<file path="config.mk">
export PLATFORM = sky130hd
export DESIGN_NAME = vx_warp_issue_sched
export DESIGN_NICKNAME = d
export VERILOG_FILES = /design/src/rtl/vx_warp_issue_sched.sv
export SDC_FILE = /design/constraint.sdc
export NUM_CORES = 1
export LEC_CHECK = 0
export BUFFER_PORTS_ARGS = -buffer_cell sky130_fd_sc_hd__buf_2
export CAP_MARGIN = 10
export CORE_MARGIN = 1.5
export CORE_UTILIZATION = 59
export DETAILED_ROUTE_END_ITERATION = 12
export GPL_ROUTABILITY_DRIVEN = 0
export PLACE_DENSITY = 0.81
export SLEW_MARGIN = 10
export SYNTH_ARGS = -nofsm -noshare
export SYNTH_HDL_FRONTEND = slang
export SYNTH_SLANG_ARGS = --single-unit
</file>
<file path="constraint.sdc">
create_clock -name clk -period 4.8 [get_ports clk]
set_clock_uncertainty 0.1 [all_clocks]
set_input_delay 0.24 -clock clk [delete_from_list [all_inputs] [get_ports clk]]
set_output_delay 0.24 -clock clk [all_outputs]
set_load 0.1 [all_outputs]
</file>
<file path="src/rtl/vx_warp_issue_sched.sv">
// Warp issue scheduler: picks active, unstalled warps round-robin, holds the
// offer under backpressure, and tracks per-warp PC, thread mask and stall state.
module vx_warp_issue_sched #(
  parameter int NUM_WARPS   = 4,
  parameter int NUM_THREADS = 4,
  parameter int PC_BITS     = 30,
  parameter logic [PC_BITS-1:0] STARTUP_PC = '0,
  localparam int NW_WIDTH = (NUM_WARPS > 1) ? $clog2(NUM_WARPS) : 1
) (
  input  logic                   clk,
  input  logic                   reset,
  output logic                   sched_valid,
  input  logic                   sched_ready,
  output logic [NW_WIDTH-1:0]    sched_wid,
  output logic [NUM_THREADS-1:0] sched_tmask,
  output logic [PC_BITS-1:0]     sched_pc,
  input  logic                   sched_stall,
  input  logic                   unstall_valid,
  input  logic [NW_WIDTH-1:0]    unstall_wid,
  input  logic                   tmc_valid,
  input  logic [NW_WIDTH-1:0]    tmc_wid,
  input  logic [NUM_THREADS-1:0] tmc_tmask,
  input  logic                   br_valid,
  input  logic [NW_WIDTH-1:0]    br_wid,
  input  logic                   br_taken,
  input  logic [PC_BITS-1:0]     br_pc,
  input  logic                   wspawn_valid,
  input  logic [NUM_WARPS-1:0]   wspawn_mask,
  input  logic [PC_BITS-1:0]     wspawn_pc,
  output logic [NUM_WARPS-1:0]   active_warps,
  output logic [NUM_WARPS-1:0]   stalled_warps,
  output logic                   busy
);

  logic [NUM_WARPS-1:0]   active_r;
  logic [NUM_WARPS-1:0]   stalled_r;
  logic [NUM_THREADS-1:0] tmask_r [NUM_WARPS];
  logic [PC_BITS-1:0]     pc_r    [NUM_WARPS];
  logic [NW_WIDTH-1:0]    rr_last;
  logic [NW_WIDTH-1:0]    hold_wid;
  logic                   hold_valid;
  logic [NW_WIDTH-1:0]    sel_wid;
  logic                   sel_found;
  logic [NW_WIDTH:0]      cand;
  logic [NUM_WARPS-1:0]   eligible;
  logic                   fire;

  assign eligible = active_r & ~stalled_r;

  // Scan upward from the warp after rr_last; one conditional subtract wraps
  // the index because rr_last + k never reaches 2*NUM_WARPS.
  always_comb begin
    sel_found = 1'b0;
    sel_wid   = '0;
    cand      = '0;
    for (int k = 1; k <= NUM_WARPS; k++) begin
      cand = {1'b0, rr_last} + (NW_WIDTH+1)'(k);
      if (cand >= (NW_WIDTH+1)'(NUM_WARPS)) begin
        cand = cand - (NW_WIDTH+1)'(NUM_WARPS);
      end
      if (!sel_found && eligible[cand[NW_WIDTH-1:0]]) begin
        sel_found = 1'b1;
        sel_wid   = cand[NW_WIDTH-1:0];
      end
    end
  end

  assign sched_valid   = ~reset & (hold_valid | (|eligible));
  assign sched_wid     = hold_valid ? hold_wid : sel_wid;
  assign sched_tmask   = tmask_r[sched_wid];
  assign sched_pc      = pc_r[sched_wid];
  assign fire          = sched_valid & sched_ready;
  assign active_warps  = active_r;
  assign stalled_warps = stalled_r;
  assign busy          = |active_r;

  // Release events only act on stalled warps, so they never collide with the
  // fired warp (always unstalled) or with spawns (always inactive targets).
  always_ff @(posedge clk or posedge reset) begin
    if (reset) begin
      active_r   <= NUM_WARPS'(1);
      stalled_r  <= '0;
      rr_last    <= NW_WIDTH'(NUM_WARPS - 1);
      hold_valid <= 1'b0;
      hold_wid   <= '0;
      for (int i = 0; i < NUM_WARPS; i++) begin
        tmask_r[i] <= (i == 0) ? NUM_THREADS'(1) : '0;
        pc_r[i]    <= STARTUP_PC;
      end
    end else begin
      if (fire) begin
        rr_last    <= sched_wid;
        hold_valid <= 1'b0;
      end else if (sched_valid) begin
        hold_valid <= 1'b1;
        hold_wid   <= sched_wid;
      end
      for (int i = 0; i < NUM_WARPS; i++) begin
        if (stalled_r[i]) begin
          if (unstall_valid && unstall_wid == NW_WIDTH'(i)) begin
            stalled_r[i] <= 1'b0;
          end
          if (tmc_valid && tmc_wid == NW_WIDTH'(i)) begin
            tmask_r[i]   <= tmc_tmask;
            stalled_r[i] <= 1'b0;
            if (tmc_tmask == '0) begin
              active_r[i] <= 1'b0;
            end
          end
          if (br_valid && br_wid == NW_WIDTH'(i)) begin
            if (br_taken) begin
              pc_r[i] <= br_pc;
            end
            stalled_r[i] <= 1'b0;
          end
        end
        if (wspawn_valid && wspawn_mask[i] && !active_r[i] && i != 0) begin
          active_r[i]  <= 1'b1;
          stalled_r[i] <= 1'b0;
          pc_r[i]      <= wspawn_pc;
          tmask_r[i]   <= NUM_THREADS'(1);
        end
        if (fire && sched_wid == NW_WIDTH'(i)) begin
          pc_r[i] <= pc_r[i] + PC_BITS'(2);
          if (sched_stall) begin
            stalled_r[i] <= 1'b1;
          end
        end
      end
    end
  end

endmodule
</file>
; ---- After elaboration in Yosys (flattened, before gate mapping)
; Index checks and enable logic that the tools add are counted.
; W data, S select, Z words.
[word_totals]
ff_bits = 149
latch_bits = 0
ramBits = 0
romBits = 0
in_bits = 83
output_inout_bits = 46
word_cells = 220
memories = 0
[op_classes]
addsub = 12
mul = 0
n_div = 0
order_cmp = 9
n_eq_ne = 12
shifts = 0
muxes = 90
bitwise_logic = 8
reduce_logical = 73
[ops]
columns = operator, n
row1 = $mux W30, 18
row2 = $add A30 B2 Y30 const B, 4
row3 = $bmux W30 S2, 1
row4 = $mux W1, 46
row5 = $mux W4, 11
row6 = $reduce_bool A3 Y1, 9
row7 = $reduce_bool A2 Y1, 13
row8 = $logic_and A1 B1 Y1, 25
row9 = $reduce_and A3 Y1, 8
row10 = $mux W2, 9
row11 = $eq A2 B2 Y1 const B, 8
row12 = $ge A3 B3 Y1 const B, 5
row13 = $lt A2 B3 Y1 const B, 4
row14 = $reduce_and A2 Y1, 5
row15 = $bmux W1 S2, 4
row16 = $bmux W4 S2, 1
row17 = $eq A2 B1 Y1 const B, 4
row18 = $logic_not A2 Y1, 4
row19 = $reduce_or A4 Y1, 2
row20 = $sub A2 B1 Y2 const B, 4
row21 = $add A2 B2 Y3 const B, 2
row22 = $logic_not A1 Y1, 6
row23 = $and A4 B4 Y4, 1
row24 = $logic_not A4 Y1, 1
row25 = 7 further kinds, 9

; ---- Longest topological paths before layout
[logic_depth]
word_depth = 20
depth_mapped = 11
depth_no_buf = 8

; ---- Least setup slack after synthesis
; Ideal clock, no wire load.
[synth_path]
kind = input-to-reg
start = input port reset
end = register pc_r[26] (netlist name)
setup_time_ns = 0.141
t_arrival_ns = 5.174
t_required_ns = 4.559
setup_slack_ns = -0.615
path_stages = 9
n_path_buf = 2
cell_sequence = inv_1 nand2_1 a211oi_2 and3_1 buf_2 nor2_8 buf_4 a211oi_1 a311oi_2
[synth_via]
elab_chain_len = 6
word_cells_on_any_way = 9
classes_between = mux: 1 / bitwise: 3 / reduce/logical: 5
[synth_rtl]
columns = element, line
row1 = start: declaration, 11  ; input logic reset,
row2 = $not A1 Y1 (*), 68  ; assign sched_valid = ~reset & (hold_valid | (|eligible));
row3 = $and A1 B1 Y1 (*), 68
row4 = $and A1 B1 Y1 (*), 72  ; assign fire = sched_valid & sched_ready;
row5 = $logic_and A1 B1 Y1 (*), 123  ; if (fire && sched_wid == NW_WIDTH'(i)) begin
row6 = $reduce_bool A3 Y1 (no source line), n/a
row7 = $reduce_and A3 Y1 (no source line), n/a
row8 = end signal: indexed assignment, 112  ; pc_r[i] <= br_pc;
row9 = end signal: indexed assignment, 120  ; pc_r[i] <= wspawn_pc;
row10 = end signal: indexed assignment, 124  ; pc_r[i] <= pc_r[i] + PC_BITS'(2);
row11 = end: declaration, 38  ; logic [PC_BITS-1:0] pc_r [NUM_WARPS];
; Mark *: on every way between the ends. The rest lies on a longest branch, timed or not.
; A chain may end at the register's enable or synchronous reset.

; ---- Worst setup path in the final report
[layout_path]
start = register active_r[3], in the netlist active_warps[3]
end = output port sched_pc[0]
[layout_via]
elab_chain_len = 18
word_cells_on_any_way = 27
classes_between = mux: 19 / bitwise: 2 / reduce/logical: 6
[layout_rtl]
columns = element, line
row1 = start: declaration, 35  ; logic [NUM_WARPS-1:0] active_r;
row2 = start signal: assignment, 81  ; active_r <= NUM_WARPS'(1);
row3 = start signal: indexed assignment, 107  ; active_r[i] <= 1'b0;
row4 = start signal: indexed assignment, 118  ; active_r[i] <= 1'b1;
row5 = $and A4 B4 Y4 (*), 48  ; assign eligible = active_r & ~stalled_r;
row6 = $bmux W1 S2, 61  ; if (!sel_found && eligible[cand[NW_WIDTH-1:0]]) begin
row7 = $mux W1 (implied by the code), 61
row8 = $mux W1, 61
row9 = $logic_not A1 Y1, 61
row10 = $logic_and A1 B1 Y1, 61
row11 = $mux W1, 61
row12 = $logic_not A1 Y1, 61
row13 = $logic_and A1 B1 Y1, 61
row14 = $mux W1, 61
row15 = $logic_not A1 Y1, 61
row16 = $logic_and A1 B1 Y1, 61
row17 = $mux W2 (*), 61
row18 = $mux W2 (*), 69  ; assign sched_wid = hold_valid ? hold_wid : sel_wid;
row19 = $not A2 Y3 (implied by the code) (*), 71  ; assign sched_pc = pc_r[sched_wid];
row20 = $bmux W30 S2 (*), 71
row21 = $mux W30 (implied by the code) (*) (2 in a row), 71
row22 = end: declaration, 16  ; output logic [PC_BITS-1:0] sched_pc,
; Mark *: on every way between the ends. The rest lies on a longest branch, timed or not. The select of a mux whose other input is x is not followed.

==> flow_metrics.py <==
metrics = {
    "hold_path": {
        "min_path_type": "in2reg",
    },
    "clock_tree": {
        "path_clk_slew_ns": 0.06,
        "cts_inserted_buffers": 17,
        "clock-sinks": 149,
        "h-tree-depth": 4,
        "cts_tree": "done",
        "postCtsHoldBufs": 4,
        "cts_buffer_depth": 2,
        "clk_latency_ns": 0.44,
        "ctsResizeCount": 0,
        "root_buffer": "clkbuf_16",
        "post_cts_buffers": 0,
    },
    "final_layout": {
        "final_area_sq_um": 11700,
        "layout.nets": 1452,
        "areaGrowthSynthToFinish_pct": 14.9,
        "drive_above_1_share_pct": 16.2,
    },
    "status": {
        "outcome": "finished, final reports clean",
    },
    "drt": {
        "drt_iter0_markers": 1610,
        "ant_nets": 0,
        "wl_microns": 34300,
        "wl_per_cell_microns": 21.4,
        "dr.pass1.iters": 6,
        "drc_errors": 0,
        "via_count": 11000,
        "viasPerCell": 6.83,
    },
    "critical_path": {
        "max_stage_delay_ns": 0.71,
        "worstPathRequired_ns": 4.46,
        "end_kind": "output pin",
        "start_kind": "flop",
        "slowest_stage": "nor2_4",
        "crit_fanout": 40,
        "arrival_ns": 3.73,
        "critPathKind": "reg2out",
        "crit_chain": "nand2b_1, o221ai_1, a221oi_1, nor2_4, buf_4, a211oi_1, a31oi_1, buf_2",
        "critPathBufInv": 2,
        "critPathTopFamily": "buffers and inverters",
    },
    "logic_synthesis": {
        "synth_area_sq_um": 10200,
        "yosysSeqAreaShare_pct": 36.6,
        "synth_edf_count": 0,
        "syn_area_per_cell_sq_um": 8.00,
        "ys_async_sr_fraction_pct": 100,
        "ys_ff_latch": 149,
        "synth-main-ff-cell": "dfrtp_1",
        "yosys_warnings": 0,
        "syn_inst": 1274,
        "synth_cell_types": 73,
        "syn_nets": 1361,
    },
    "timing": {
        "worstMarginPinSlew_ns": 1.05,
        "fin_setup_tns_ns": 0,
        "fin_hold_ws_ns": 0.0233,
        "slew_headroom_pct": 29.9,
        "finalMaxSlewViolations": 0,
        "finalSetupViolations": 0,
        "hold_viol": 0,
        "rsz0062_at_grt": "false",
        "fmax_mhz": 246,
        "fin_crit_ns": 4.07,
        "finalCritPeriodShare_pct": 84.8,
    },
    "global_routing": {
        "grt_antenna_before_repair": 7,
        "grt_pass1_wl_microns": 53100,
        "grt-ovfl-total": 0,
        "grt_pass1_vias": 9596,
        "grt_max_degree": 71,
        "grt_usage_pct": 38.2,
    },
    "floorplan": {
        "core_area_sq_um": 16700,
        "dieArea_sq_um": 18100,
        "start_util_pct": 61.0,
        "fp.dieW_microns": 134,
        "placementRows": 47,
        "ios": 129,
        "die_h_microns": 134,
    },
    "flow_run": {
        "maxCapViolations": 0,
    },
    "pwr": {
        "p_per_area_nw_per_um2": 772,
        "max-vdd-ir-drop_v": 0.000849,
        "leakage_nw": 4.85,
    },
    "place": {
        "numPortBuffers": 127,
        "place_hpwl_microns": 24400,
        "postPlaceCellArea_sq_um": 11000,
    },
}
-- registers in the layout, indices dropped and copies added (netlist names) --
register and cells:
hold_valid 1, pc_r 120, active_warps 4, stalled_warps 4
rr_last 2, tmask_r 16, hold_wid 2
-- cell families (layout without fill, tap and decap cells) --
| logic type | after synthesis | after routing | synth area share, % |
|---|---|---|---|
| compound gates | 346 | 346 | 24.4 |
| xor+xnor | 1 | 1 | 0.0860 |
| fa+ha+maj | 4 | 4 | 0.491 |
| buf+inv | 94 | 198 | 3.95 |
| flops | 149 | 149 | 36.6 |
| mux | 51 | 51 | 5.07 |
| other cells | 0 | 7 | 0 |
| simple gates | 629 | 629 | 29.4 |
-- cell usage after synthesis (4+ instances only) --
cell	instances	area share (%)
a221oi_1	21	1.8
and3_1	63	3.9
nand2b_1	8	0.49
nor3_1	31	1.5
o21a_1	6	0.44
o22ai_1	5	0.31
a32o_1	7	0.69
nor2_1	107	3.9
a21oi_1	76	3.7
a311oi_1	23	2.0
or3_1	5	0.31
a31oi_1	43	2.6
o21ai_0	28	1.4
a211oi_1	82	6.0
a32oi_1	5	0.43
clkbuf_1	48	1.8
buf_2	31	1.5
mux2i_1	46	4.5
o211ai_1	9	0.66
and4_1	8	0.69
and2_1	38	2.3
or2_2	5	0.31
inv_1	12	0.44
nand3_1	48	2.4
o221ai_1	5	0.43
nand4_1	22	1.4
dfrtp_1	145	36
or4_1	5	0.37
mux2_2	5	0.55
nand2_1	267	9.8
o32ai_1	4	0.34
ha_1	4	0.49
dfstp_2	4	1.0
-- area by class of cell --
type                       instances  area, sq um
timing repair buffer             153          841
inverter                          13         52.6
clock buffer                      24          482
fill                            1392         4990
clock inverter                     8          194
multi-input combinational       1031         6110
sequential                       149         3730
tap                              220          275
antenna                            7         17.5
-- placed cells by master, fill, tap and decap left out, types with 17 or more instances in the layout --
cell,count
a211oi_1,82
a21oi_1,76
a221oi_1,21
a311oi_1,23
a31oi_1,39
and2_1,38
and3_1,63
buf_2,127
buf_4,22
clkbuf_16,17
dfrtp_1,145
mux2i_1,46
nand2_1,267
nand3_1,48
nand4_1,22
nor2_1,103
nor3_1,31
o21ai_0,28
-- through the flow --
step                      power [W]  util [%]  cells  setup slack, ns
after floorplan             0.00635         -   1274           0.0502
after global placement      0.00725      65.7   1562             1.14
after detailed placement    0.00735      65.7   1562             1.05
after CTS                   0.00892      70.0   1598            0.801
after global routing        0.00941      70.1   1605            0.606
final                       0.00904      70.1   1605            0.732
-- final timing paths --
path / depth (start not counted) / slack (ns) / endpoint / startpoint
worst max-delay path: 8 / 0.73 / sched_pc[0] / active_warps[3]
worst min-delay path: 3 / 0.02 / pc_r[111] / br_pc[21]
worst max register to register: 8 / 0.93 / pc_r[16] / active_warps[3]
worst min register to register: 2 / 0.38 / pc_r[90] / pc_r[90]
max in group asynchronous: 5 / 2.16 / pc_r[76] / reset
min in group asynchronous: 3 / 0.44 / hold_valid / reset
-- where the power goes --
part,internal [W],switching [W],leakage [nW],total [W]
combinational,0.00116,0.00388,2.85,0.00504
sequential,0.00179,0.000652,1.67,0.00244
clock,0.00102,0.000548,0.329,0.00157
-- worst min-delay path, cell delays in order --
cell and delay (ns):
buf_2 0.13, nor2_1 0.10, nor3_1 0.05
-- routing by layer --
layer | vias to the layer above | routed length (microns) | part of all wire (%) | global-route usage [%]
li1 | 4949 | - | - | -
met1 | 5124 | 14100 | 41 | 56.8
met2 | 805 | 14400 | 42 | 54.0
met3 | 90 | 4810 | 14 | 9.98
met4 | 0 | 953 | 2.8 | 12.7
met5 | - | 0 | 0 | 0
Note: power is estimated with default switching activity, not from simulation.
